<file path="src/rtl/mips_ctrl_pkg.sv">
// mips_ctrl_pkg: shared opcode/funct constants, FSM states and control encodings.
// The ADDI states exist only when ADDI_EN is defined.
package mips_ctrl_pkg;
  localparam logic [5:0] OP_RTYPE = 6'b000000;
  localparam logic [5:0] OP_LW    = 6'b100011;
  localparam logic [5:0] OP_SW    = 6'b101011;
  localparam logic [5:0] OP_BEQ   = 6'b000100;
  localparam logic [5:0] OP_J     = 6'b000010;
  localparam logic [5:0] OP_ADDI  = 6'b001000;
  localparam logic [5:0] FN_ADD = 6'b100000;
  localparam logic [5:0] FN_SUB = 6'b100010;
  localparam logic [5:0] FN_AND = 6'b100100;
  localparam logic [5:0] FN_OR  = 6'b100101;
  localparam logic [5:0] FN_SLT = 6'b101010;
  localparam logic [2:0] ALU_AND = 3'b000;
  localparam logic [2:0] ALU_OR  = 3'b001;
  localparam logic [2:0] ALU_ADD = 3'b010;
  localparam logic [2:0] ALU_SUB = 3'b110;
  localparam logic [2:0] ALU_SLT = 3'b111;
  localparam logic [1:0] SRCB_REG    = 2'b00;
  localparam logic [1:0] SRCB_FOUR   = 2'b01;
  localparam logic [1:0] SRCB_IMM    = 2'b10;
  localparam logic [1:0] SRCB_IMM_SH = 2'b11;
  localparam logic [1:0] PC_ALU    = 2'b00;
  localparam logic [1:0] PC_ALUOUT = 2'b01;
  localparam logic [1:0] PC_JUMP   = 2'b10;
  typedef enum logic [3:0] {
    S_FETCH, S_DECODE, S_MEM_ADR, S_MEM_RD, S_MEM_WB, S_MEM_WR,
    S_EXEC, S_ALU_WB, S_BRANCH, S_JUMP
`ifdef ADDI_EN
    , S_ADDI_EX, S_ADDI_WB
`endif
  } state_t;
endpackage

</file>
<file path="src/rtl/alu_decoder.sv">
// alu_decoder: maps the R-type funct field to an alu_control code; valid low for unknown funct.
module alu_decoder
  import mips_ctrl_pkg::*;
(
  input  logic [5:0] funct,
  output logic [2:0] alu_control,
  output logic       valid
);
  always_comb begin
    alu_control = ALU_AND;
    valid = 1'b1;
    case (funct)
      FN_ADD:  alu_control = ALU_ADD;
      FN_SUB:  alu_control = ALU_SUB;
      FN_AND:  alu_control = ALU_AND;
      FN_OR:   alu_control = ALU_OR;
      FN_SLT:  alu_control = ALU_SLT;
      default: valid = 1'b0;
    endcase
  end
endmodule

</file>
<file path="src/rtl/multi_cycle_control.sv">
// multi_cycle_control: multi-cycle MIPS control FSM with sticky illegal-instruction flag.
// Define ADDI_EN to add the addi execute/writeback path.
module multi_cycle_control
  import mips_ctrl_pkg::*;
(
  input  logic       clk,
  input  logic       rst_n,
  input  logic [5:0] opcode,
  input  logic [5:0] funct,
  input  logic       zero_flag,
  input  logic       mem_ready,
  output logic       pc_en,
  output logic       ir_write,
  output logic       i_or_d,
  output logic       mem_write,
  output logic       reg_write,
  output logic       reg_dest,
  output logic       mem_to_reg,
  output logic       alu_src_a,
  output logic [1:0] alu_src_b,
  output logic [1:0] pc_src,
  output logic [2:0] alu_control,
  output logic       illegal
);
  state_t state;
  logic illegal_q, funct_ok;
  logic [2:0] funct_alu;
  logic fetch_s, decode_s, adr_s, rd_s, mwb_s, wr_s, exec_s, awb_s, br_s, jmp_s, addi_ex_s, addi_wb_s;
  alu_decoder u_alu_decoder (.funct(funct), .alu_control(funct_alu), .valid(funct_ok));
  always_ff @(posedge clk)
    if (!rst_n) begin
      state <= S_FETCH;
      illegal_q <= 1'b0;
    end else begin
      case (state)
        S_FETCH:   state <= mem_ready ? S_DECODE : S_FETCH;
        S_DECODE:
          case (opcode)
            OP_LW, OP_SW: state <= S_MEM_ADR;
            OP_RTYPE:     state <= S_EXEC;
            OP_BEQ:       state <= S_BRANCH;
            OP_J:         state <= S_JUMP;
`ifdef ADDI_EN
            OP_ADDI:      state <= S_ADDI_EX;
`endif
            default: begin
              state <= S_FETCH;
              illegal_q <= 1'b1;
            end
          endcase
        S_MEM_ADR: state <= (opcode == OP_SW) ? S_MEM_WR : S_MEM_RD;
        S_MEM_RD:  state <= mem_ready ? S_MEM_WB : S_MEM_RD;
        S_MEM_WR:  state <= mem_ready ? S_FETCH : S_MEM_WR;
        S_EXEC: begin
          state <= funct_ok ? S_ALU_WB : S_FETCH;
          illegal_q <= illegal_q | ~funct_ok;
        end
`ifdef ADDI_EN
        S_ADDI_EX: state <= S_ADDI_WB;
`endif
        default:   state <= S_FETCH;
      endcase
    end
  // Every state flag is qualified by rst_n so all outputs drop to 0 during reset.
  assign fetch_s  = rst_n && state == S_FETCH;
  assign decode_s = rst_n && state == S_DECODE;
  assign adr_s    = rst_n && state == S_MEM_ADR;
  assign rd_s     = rst_n && state == S_MEM_RD;
  assign mwb_s    = rst_n && state == S_MEM_WB;
  assign wr_s     = rst_n && state == S_MEM_WR;
  assign exec_s   = rst_n && state == S_EXEC;
  assign awb_s    = rst_n && state == S_ALU_WB;
  assign br_s     = rst_n && state == S_BRANCH;
  assign jmp_s    = rst_n && state == S_JUMP;
`ifdef ADDI_EN
  assign addi_ex_s = rst_n && state == S_ADDI_EX;
  assign addi_wb_s = rst_n && state == S_ADDI_WB;
`else
  assign addi_ex_s = 1'b0;
  assign addi_wb_s = 1'b0;
`endif
  assign pc_en       = (fetch_s & mem_ready) | (br_s & zero_flag) | jmp_s;
  assign ir_write    = fetch_s & mem_ready;
  assign i_or_d      = rd_s | wr_s;
  assign mem_write   = wr_s;
  assign reg_write   = mwb_s | awb_s | addi_wb_s;
  assign reg_dest    = awb_s;
  assign mem_to_reg  = mwb_s;
  assign alu_src_a   = adr_s | exec_s | br_s | addi_ex_s;
  assign alu_src_b   = fetch_s ? SRCB_FOUR : decode_s ? SRCB_IMM_SH : (adr_s | addi_ex_s) ? SRCB_IMM : SRCB_REG;
  assign pc_src      = br_s ? PC_ALUOUT : jmp_s ? PC_JUMP : PC_ALU;
  assign alu_control = (fetch_s | decode_s | adr_s | addi_ex_s) ? ALU_ADD : br_s ? ALU_SUB : exec_s ? funct_alu : ALU_AND;
  assign illegal     = rst_n & illegal_q;
endmodule

</file>
<file path="config.mk">
export PLATFORM = sky130hd
export DESIGN_NAME = multi_cycle_control
export DESIGN_NICKNAME = d
export VERILOG_FILES = /design/src/rtl/mips_ctrl_pkg.sv /design/src/rtl/alu_decoder.sv /design/src/rtl/multi_cycle_control.sv
export SDC_FILE = /design/constraint.sdc
export NUM_CORES = 1
export LEC_CHECK = 0
export ABC_AREA = 1
export CELL_PAD_IN_SITES_DETAIL_PLACEMENT = 0
export CELL_PAD_IN_SITES_GLOBAL_PLACEMENT = 1
export CORE_MARGIN = 3
export CORE_UTILIZATION = 21
export DETAILED_ROUTE_END_ITERATION = 8
export GPL_ROUTABILITY_DRIVEN = 0
export PLACE_DENSITY_LB_ADDON = 0.1
export SETUP_SLACK_MARGIN = 0.3
export SYNTH_ARGS = -nofsm -noshare
export SYNTH_HDL_FRONTEND = slang
export SYNTH_SLANG_ARGS = --single-unit
</file>
<file path="constraint.sdc">
create_clock -name clk -period 1.2 [get_ports clk]
set_clock_uncertainty 0.1 [all_clocks]
set_input_delay 0.24 -clock clk [delete_from_list [all_inputs] [get_ports clk]]
set_output_delay 0.24 -clock clk [all_outputs]
set_load 0.005 [all_outputs]
</file>
Word-level counts from Yosys, hierarchy flattened:

Cells that the tools add are included.

* $add $sub $neg: 0
* multipliers: 0
* div/mod/pow operators: 0
* magnitude comparators: 0
* eq/ne operators: 19
* shift operators: 0
* muxes and demuxes: 19
* bitwise gates (word level): 13
* reduce and logical (&&, ||, !) cells: 17

Operator list (number)
* $eq A6 B6 Y1 const B: 7
* $pmux W4 S6: 1
* $mux W3: 7
* $eq A4 B3 Y1 const B: 4
* $pmux W4 S4: 1
* $pmux W3 S4: 1
* $logic_and A1 B1 Y1: 10
* $mux W2: 5
* $reduce_or A5 Y1: 2
* $or A1 B1 Y1: 9
* $eq A4 B2 Y1 const B: 2
* $eq A4 B4 Y1 const B: 2
* $eq A6 B2 Y1 const B: 1
* $eq A6 B3 Y1 const B: 1
* $logic_not A6 Y1: 1
* $eq A4 B1 Y1 const B: 1
* $logic_not A4 Y1: 1
* $and A1 B1 Y1: 3
* $mux W1: 3
* $ne A2 B2 Y1 const B: 1
* $pmux W1 S2: 1
* $reduce_and A2 Y1: 1
* $reduce_bool A2 Y1: 1
* $reduce_or A2 Y1: 1
* $not A1 Y1: 1

* register bits after elaboration: 5
* bits in latches: 0
* RAM bits: 0
* bits in read-only memories: 0
* logic and storage cells: 70
* memories kept: 0

Depth between registers and ports, before layout:

* depth after elaboration: 6
* depth in mapped cells: 9
* depth with buffers taken out: 9

By module:

A second synthesis with hierarchy kept.

* cells, all modules: 128
* area, all modules: 663.1 um^2

Modules (own cells, without submodules)
* multi_cycle_control: times used 1, cells each 106, area an instance 563.0 um^2, sequential area each 100.1 um^2
* alu_decoder: times used 1, cells each 22, area an instance 100.1 um^2, sequential area each 0.0 um^2

Worst setup path after synthesis:

OpenSTA, ideal clock, no wires.

* path type: register to output
* start: register state[2]
* end: output port alu_control[0]
* arrival time: 928 ps
* data required time: 860 ps
* path slack: -68 ps
* cell stages (with the launch flop): 7
* buffers on the path: 0
* cell sequence: dfxtp_1 inv_2 nor2_2 nand2_2 nor2_2 nand4_1 o22ai_2

* word-level cells in the longest chain between the ends: 5
* elaborated cells on any way between the ends: 15
* those cells by class: eq/ne (4); mux (3); bitwise (2); reduce/logical (6)

Ends and longest elaborated chain
* start: declaration: line multi_cycle_control.sv:25 `state_t state;`
* start signal: assignment: line multi_cycle_control.sv:36 `S_FETCH: state <= mem_ready ? S_DECODE : S_FETCH;`
* start signal: assignment: line multi_cycle_control.sv:51 `S_MEM_ADR: state <= (opcode == OP_SW) ? S_MEM_WR : S_MEM_RD;`
* start signal: assignment: line multi_cycle_control.sv:52 `S_MEM_RD: state <= mem_ready ? S_MEM_WB : S_MEM_RD;`
* $eq A4 B3 Y1, or another cell as far along: line multi_cycle_control.sv:71 `assign exec_s = rst_n && state == S_EXEC;`
* $logic_and A1 B1 Y1, on equally long branches: line multi_cycle_control.sv:71, multi_cycle_control.sv:65, multi_cycle_control.sv:66
* $mux W3 or $or A1 B1 Y1 (tied branches) (2 in a row): line multi_cycle_control.sv:92 `assign alu_control = (fetch_s | decode_s | adr_s | addi_ex_s) ? ALU_ADD : br_s ? ALU_SUB : exec_s ? funct_alu ...`
* $mux W3 (*): line multi_cycle_control.sv:92
* end: declaration: line multi_cycle_control.sv:22 `output logic [2:0] alu_control,`

Mark *: on every way between the ends. The rest lies on a longest branch, timed or not.

Worst setup path after layout:

* start: input port funct[2]
* end: output port alu_control[0]

* word-level cells in the longest chain between the ends: 5
* elaborated cells on any way between the ends: 8
* those cells by class: eq/ne (4); mux (4)

Ends and longest elaborated chain
* start: declaration: line multi_cycle_control.sv:9 `input logic [5:0] funct,`
* $eq A6 B6 Y1: line alu_decoder.sv:12 `case (funct)`
* $pmux W3 S4 (*): line alu_decoder.sv:12
* $mux W3 (*) (3 in a row): line multi_cycle_control.sv:92

Marked as above.

==> summary.md <==
| Metric | Value |
|---|---|
| Status | finished, violations left |
| Failing checks | setup timing |
| Final period utilization | 141.9% |
| Largest net degree at the start of global routing | 6 |
| Crit-path max FO | 3 |
| First-pass GRT wire length | 3726 um |
| Max cap viols | 0 |
| Die Span Y | 59.76 um |
| Critical path arrival | 1.36 ns |
| Initial DRC count | 27 |
| Starting Density | 23.23% |
| Fmax achieved | 587.2 MHz |
| Critical path class | primary input to primary output |
| Routed len/inst | 10.55 um |
| IO Pins | 32 |
| # DRC | 0 |
| Area grow syn2layout | 124.9% |
| Unique masters post-synth | 18 |
| Clock root buffer | clkbuf_4 |
| Mapped Avg Cell Area | 5.418 um^2 |
| Area after DPL | 0.001165 mm^2 |
| Post-Place Cells | a little under 200 |
| First drt pass iteration count | 4 |
| CP Capture Type | primary output |
| Lkg Pwr | 0.6877 nW |
| Mapped Nets | 128 |
| CTS Buf Count | 3 |
| CTS tree | yes |
| Crit start category | primary input |
| Initial antenna violation count | 0 |
| RSZ-0062 raised after global routing | yes |
| Data required, critical path | 0.86 ns |
| Setup-failing EPs final | 20 |
| Post-Syn Area | around 610 um^2 |
| Die footprint | 0.003571 mm^2 |
| H-tree depth | 1 |
| Clock buffer depth | 2 |
| FF+latch count, synth | 5 |
| Slowest cell on the critical path | clkdlybuf4s50_1 |
| IO buf count | 31 |
| Final ANT Viol Nets | 0 |
| IR drop worst, VDD | between 0.0006 and 0.0007 V |
| Fraction of layout cells with a size suffix above 1 | around 58% |
| Post-synth top area share | 16.70% |
| Vias in the first global route | 886 |
| Power Dens Cells | between 400 and 500 mW/mm^2 |
| Fill cells | about 280 |
| Clk_lat worst skew | 0.23 ns |
| Power, Total | between 500 and 600 uW |
| Worst-path clk slew | 0.04 ns |
| Final instance area | 0.001365 mm^2 |
| Final worst slack | -0.5031 ns |
| Post-synth top area cell | nor2_1 |
| Largest delay contributor family on the critical path | buffers and inverters |
| Die Span X | 59.76 um |
| Share of the yosys chip area belonging to registers | 16.49% |
| Via density per instance | 4.350 |
| GRT overflow | 0 |
| GR Util All Layers | between 10% and 20% |
| Ant diodes | 0 |
| Yosys warning count | 0 |
| Worst path bufs/invs | 3 |
| HPWL reported at the end of detailed placement | 1735 um |
| Layout Cells excl Fill | 214 |
| Critical-path cell list | clkdlybuf4s50_1 > nor2_2 > nand4_1 > buf_4 > o22ai_2 > buf_2 |
| FP Rows | 18 |
| Mapped Cells | 112 |
| Sink Count | 5 |
| # nets final | between 200 and 250 |
| Routed wire length | 2258 um |
| TNS Setup | -6.652 ns |
| CP peak stage delay | approximately 0.47 ns |
| Pins Over Slew Limit | 0 |
| Synth top area cells | nor2_1 17%, dfxtp_1 16%, nand2_1 14% |
| Final Hold Fails | 0 |
| Tmin final | 1.703 ns |
| Slew headroom | ~83% |
| Hold Path Class | primary input to flop |
| Slew @ Worst Pin | 0.2542 ns |
| Vias | 931 |
| Core box area | 0.002613 mm^2 |
## state kept, by name, summed over array words and instances, names as in the netlist
| signal | count |
|---|---|
| illegal_q | 1 |
| state | 4 |
## through the flow
stage / utilization (%) / hold slack (ns) / setup slack (ns)
2_1_floorplan: - / 0.2554 / -0.02960
3_3_place_gp: 44.59 / 0.3326 / -0.9350
3_5_place_dp: 44.59 / 0.3440 / -0.9820
4_1_cts: 47.99 / 0.3073 / -0.4675
5_1_grt: 52.25 / 0.3171 / -0.5580
6_report: 52.25 / 0.3234 / -0.5031
## cells in the mapped netlist
master,instances
o31ai_1,1
nor2_4,2
nand4_1,4
a21oi_1,4
nand2_2,5
nor2_2,7
o21ai_0,1
o22ai_2,1
inv_1,12
nand2_4,1
buf_4,1
nor3_1,1
nor2_1,27
inv_2,4
o21bai_1,1
dfxtp_1,5
nand2_1,23
nand3_1,12
## final cells by class
type	count	area, um^2	share of cell area, %
tap	30	37.54	2.750
inverter	16	60.06	4.400
clock buffer	4	26.28	1.925
multi-input combinational	90	553.0	40.51
sequential	5	113.9	8.341
timing repair buffer	69	574.3	42.07
## worst min-delay path: cells and delay by family
kind / cells / cell delay, ns
simple gates: 2 / 0.11
buf+inv: 2 / 0.27
## placed cells by master (no fill, tap or decap), types with 2 or more instances in the layout
cell             instances
a21oi_2                  3
buf_2                   12
buf_4                   29
buf_6                   11
clkbuf_4                 3
clkdlybuf4s50_1          8
dfxtp_2                  2
dfxtp_4                  3
dlygate4sd2_1            7
inv_1                    7
inv_2                    9
nand2_1                 21
nand2_2                  5
nand2_4                  3
nand3_1                  9
nand3_2                  3
nand4_1                  4
nor2_1                  18
nor2_2                   8
nor2_4                  10
## layer usage
layer	up-vias	GRT usage, %	part of all wire (%)
met2	28	23.77	51
met4	0	0	0.53
met3	2	3.888	7.6
met5	-	0	0
met1	402	16.43	41
li1	499	-	-
## path summary, 6_finish.rpt
| check | start | to | slack [ns] | depth (start not counted) |
|---|---|---|---|---|
| hold / removal | rst_n | illegal_q | 0.32 | 4 |
| setup / recovery | funct[2] | alu_control[0] | -0.50 | 6 |
| hold reg to reg | illegal_q | illegal_q | 0.36 | 2 |
| setup reg to reg | state[3] | state[0] | -0.26 | 10 |
## logic make-up (layout without fill, tap and decap cells)
logic type,count (synthesis),in the layout,synth area share [%]
AOI/OAI and AO/OA,8,8,8.660
buffers and inverters,17,89,11.13
DFF,5,5,16.50
and+or+nand+nor,82,82,63.71
## power by group
part,leakage [nW],switching [mW],internal (mW)
Clock,0.0150,0.0609,0.125
Combinational,0.629,0.107,0.130
Sequential,0.0438,0.00632,0.168
Total,0.688,0.175,0.423
## what timing repair did
action                                  CTS  global route
buffers inserted                          9             6
hold buffers                              0             0
gates cloned                              0             0
endpoints found under the setup margin   21            21
resized for setup                        90            20
pin swaps                                16            11
Power figures use the tool's default switching activity.
